File: src/rtl/mux21_arbiter.sv
// Two-requester round-robin burst arbiter that drives the select line of a mux21.
// Grants are bounded by burst-end (last beat, beat limit or abandon) and alternate on contention.
module mux21_arbiter #(
  parameter int MAX_BEATS = 16,
  parameter int CW        = 8
) (
  input  logic          clk,
  input  logic          reset,
  input  logic          req_a,
  input  logic          req_b,
  input  logic          last_a,
  input  logic          last_b,
  input  logic          dout_ready,
  output logic          gnt_a,
  output logic          gnt_b,
  output logic          sel,
  output logic          busy,
  output logic [CW-1:0] beat_cnt
);

  typedef enum logic [1:0] {IDLE, GNT_A, GNT_B} state_t;

  state_t        state_q, state_d;
  logic          prio_q, prio_d;
  logic          sel_q, sel_d;
  logic [CW-1:0] cnt_q, cnt_d;

  logic cur_is_b, cur_req, cur_last, oth_req;
  logic beat, at_limit, burst_end, win_b;

  // The current owner's view of the request lines; only meaningful in GNT_A/GNT_B.
  assign cur_is_b  = (state_q == GNT_B);
  assign cur_req   = cur_is_b ? req_b  : req_a;
  assign cur_last  = cur_is_b ? last_b : last_a;
  assign oth_req   = cur_is_b ? req_a  : req_b;
  assign beat      = cur_req & dout_ready;
  // The count excludes the current beat, so the limit is hit when it reads MAX_BEATS-1.
  assign at_limit  = (cnt_q == CW'(MAX_BEATS - 1));
  assign burst_end = ~cur_req | (beat & (cur_last | at_limit));

  // NOTE: every combinational output gets a default first so no latch is inferred.
  always_comb begin
    state_d = state_q;
    prio_d  = prio_q;
    sel_d   = sel_q;
    cnt_d   = cnt_q;
    win_b   = 1'b0;
    unique case (state_q)
      IDLE: begin
        if (req_a | req_b) begin
          win_b   = req_b & (~req_a | prio_q);
          state_d = win_b ? GNT_B : GNT_A;
          prio_d  = ~win_b;
          sel_d   = win_b;
        end
      end
      GNT_A, GNT_B: begin
        if (burst_end) begin
          // Ending owner yields to the other side; it keeps the grant only if the other is idle.
          prio_d = ~cur_is_b;
          cnt_d  = '0;
          if (oth_req) begin
            state_d = cur_is_b ? GNT_A : GNT_B;
            sel_d   = ~cur_is_b;
          end else if (!cur_req) begin
            state_d = IDLE;
          end
        end else if (beat) begin
          cnt_d = cnt_q + 1'b1;
        end
      end
      default: state_d = IDLE;
    endcase
  end

  // NOTE: sequential state uses non-blocking assignments so all registers update together.
  always_ff @(posedge clk) begin
    if (reset) begin
      state_q <= IDLE;
      prio_q  <= 1'b0;
      sel_q   <= 1'b0;
      cnt_q   <= '0;
    end else begin
      state_q <= state_d;
      prio_q  <= prio_d;
      sel_q   <= sel_d;
      cnt_q   <= cnt_d;
    end
  end

  assign gnt_a    = (state_q == GNT_A);
  assign gnt_b    = (state_q == GNT_B);
  assign busy     = (state_q != IDLE);
  assign sel      = sel_q;
  assign beat_cnt = cnt_q;

endmodule

File: config.mk
export PLATFORM = sky130hd
export DESIGN_NAME = mux21_arbiter
export DESIGN_NICKNAME = d
export VERILOG_FILES = /design/src/rtl/mux21_arbiter.sv
export SDC_FILE = /design/constraint.sdc
export NUM_CORES = 1
export LEC_CHECK = 0
export ABC_AREA = 1
export BUFFER_PORTS_ARGS = -buffer_cell sky130_fd_sc_hd__buf_4
export CAP_MARGIN = 40
export CORE_UTILIZATION = 47
export DETAILED_ROUTE_END_ITERATION = 12
export PLACE_DENSITY = 0.74
export SYNTH_ARGS = -nofsm -noshare
export SYNTH_HDL_FRONTEND = slang
export SYNTH_SLANG_ARGS = --single-unit
File: constraint.sdc
create_clock -name clk -period 1.39 [get_ports clk]
set_input_delay 0.139 -clock clk [delete_from_list [all_inputs] [get_ports clk]]
set_output_delay 0.139 -clock clk [all_outputs]
set_load 0.01 [all_outputs]
==> metrics <==
RSZ-0062 raised after global routing=yes; Worst Max-Slew Pin Slew=between 0.3 and 0.4 ns; Max Slew Vio Count=0; antenna violations before repair=0; Syn Area/Cell=slightly below 7 um^2; Worst Path Max Fanout=3; Worst Path Required=1.60 ns; CTS Buffer Depth=2; busiest grt layer=met2; Syn Std Cell Area=around 850 um^2; CTS Hold Bufs=0; Placed Area=approximately 1100 um^2; leakage power figure=0.640 nW; number of synthesized flops with an enable pin=0; clock sink count=12; WL/cell=~13 um; IO Pins=19; max-cap violation count=0; vias in the first global route=around 840; GR Util met2=39.7%; Overall Global Routing Usage=23.6%; final cell count without fillers=189; largest net degree at the start of global routing=8; setup ws final=-0.0982 ns; Starting Density=between 50% and 60%; count of input and output buffers=18; Die X=44.5 um; # H-tree levels=1; vias per cell=5.09; Worst IR Drop VDD=~1.8 mV; global-route wire length before repair=3.44 mm; Ant. Diodes=0; CTS root buf=clkbuf_4; top achievable clock speed=roughly 0.67 GHz; Routability Congestion=0.910; status=complete, but fails checks; Synth Register Bits=12; asr flop ratio synth=0%; cell taking the most area after synthesis=dfxtp_1; R2R Setup Slk=-0.1 ns; drt pass-1 iters=4; Area Growth Syn to Fin=55.1%; worst skew pair latency=0.28 ns; synth warn=0; top_reg_cell synth=dfxtp_1; total gr overflow=0; register area share after synthesis=28.4%; post-synth net total=137; die height=44.5 um; Iter 0 DRT Violations=25; Final nets=179; total CTS buffers=3; Clock transition at path regs=0.08 ns; placed insts=181; DRC=0; Cells after Synth=124; setup TNS=-0.628 ns; met1 Track Usage GR=28.7%; most common cell in the netlist=nand2_1; startpoint types=flip-flop; failing checks=setup timing; Final Critical Period=1.49 ns; synth top area cells=dfxtp_1, nand2_1, ha_1, nor2_1, inv_1; CTS tree=done; final instance area=1310 um^2; hold crit path type=input port to flip-flop; pwr dens=around 2100 nW/um^2; WL final=2.41 mm; detailed placement HPWL=1.54 mm; M3 GR Usage=roughly 5.7%; Clock Skew=between 0.009 and 0.01 ns; Synth cell types=22; layout cells sized above 1=51.5%; die area=1980 um^2; worst relative slew slack=76.0%; row count=14; DRT antenna net count=0; top cell type's share of synthesized area=approximately 28%; final core utilization=82.4%; Worst Setup End Kind=flip-flop; period utilization=107%; CP Data Arrival Time=1.70 ns; vias=962; Hold Fails Final Rpt=0; CP Class=flip-flop to flip-flop; setup violators final=12; core area=1590 um^2; top cells by count, synth=nand2_1, nor2_1, inv_1, dfxtp_1, nand3_1
worst paths after layout:
kind              start  depth (start not counted)     endpoint
min               reset                          2  beat_cnt[1]
min reg2reg      prio_q                          2       prio_q
max          state_q[0]                          9   state_q[0]
max reg2reg  state_q[0]                          9   state_q[0]
what timing repair did:
| action | 4_1_cts | 5_1_grt |
|---|---|---|
| endpoints found under the setup margin | 10 | 12 |
| buffers inserted | 1 | 4 |
| pin swaps | 5 | 11 |
| gates resized for setup | 8 | 19 |
stage by stage:
stage               hold slack, ns  setup WS [ns]  power [mW]
floorplan                    0.201        -0.0283        1.46
global placement             0.345        -0.0279        2.01
detailed placement           0.348        -0.0399        2.05
CTS                         0.0528        -0.0473        2.46
global route                0.0472         -0.208        2.90
finish                      0.0531        -0.0982        2.72
logic make-up after synthesis:
logic type | after synthesis | share of synthesized area, %
simple gates | 68 | 41.5
buf+inv | 20 | 8.86
compound gates | 16 | 10.3
flops | 12 | 28.4
fa+ha+maj | 6 | 8.86
xor+xnor | 2 | 2.07
flip-flops by register name, summed over array words and instances, names as in the netlist:
name      cells
beat_cnt      8
state_q       2
prio_q        1
sel           1
final cells by class:
type	instances	area (um^2)
Multi-Input combinational cell	92	632
Sequential cell	12	245
Fill cell	103	280
Tap cell	24	30.0
Inverter	20	81.3
Clock buffer	4	36.3
Timing Repair Buffer	37	289
worst max-delay path, stage by stage, from the launching register on:
cell      delay [ns]
dfxtp_2         0.34
inv_4           0.08
ha_4            0.14
inv_2           0.04
buf_4           0.12
buf_4           0.12
o21ai_1         0.18
nand2_1         0.08
nand3b_1        0.17
a21oi_1         0.15
cell usage in the layout (no fill, tap or decap), drive strengths merged:
master / n
clkbuf: 4
xnor2: 2
a31oi: 1
a21oi: 7
nand4: 2
nand3: 11
clkinv: 1
o21ai: 7
nor2: 19
buf: 37
inv: 19
ha: 6
nand3b: 2
nand2: 34
dfxtp: 12
a21o: 1
report_power, final:
part           leakage (nW)  switching, mW  total [mW]  internal [mW]
clock                0.0210          0.136       0.295          0.159
sequential           0.0993         0.0620       0.481          0.419
combinational         0.520           1.03        1.94          0.907
routing by layer:
| layer | vias to the layer above | routed length [um] |
|---|---|---|
| met5 | - | 0 |
| met4 | 0 | 45 |
| met3 | 6 | 127 |
| met2 | 29 | 1160 |
| met1 | 455 | 1080 |
| li1 | 472 | - |
(Power assumes the default switching activity.)
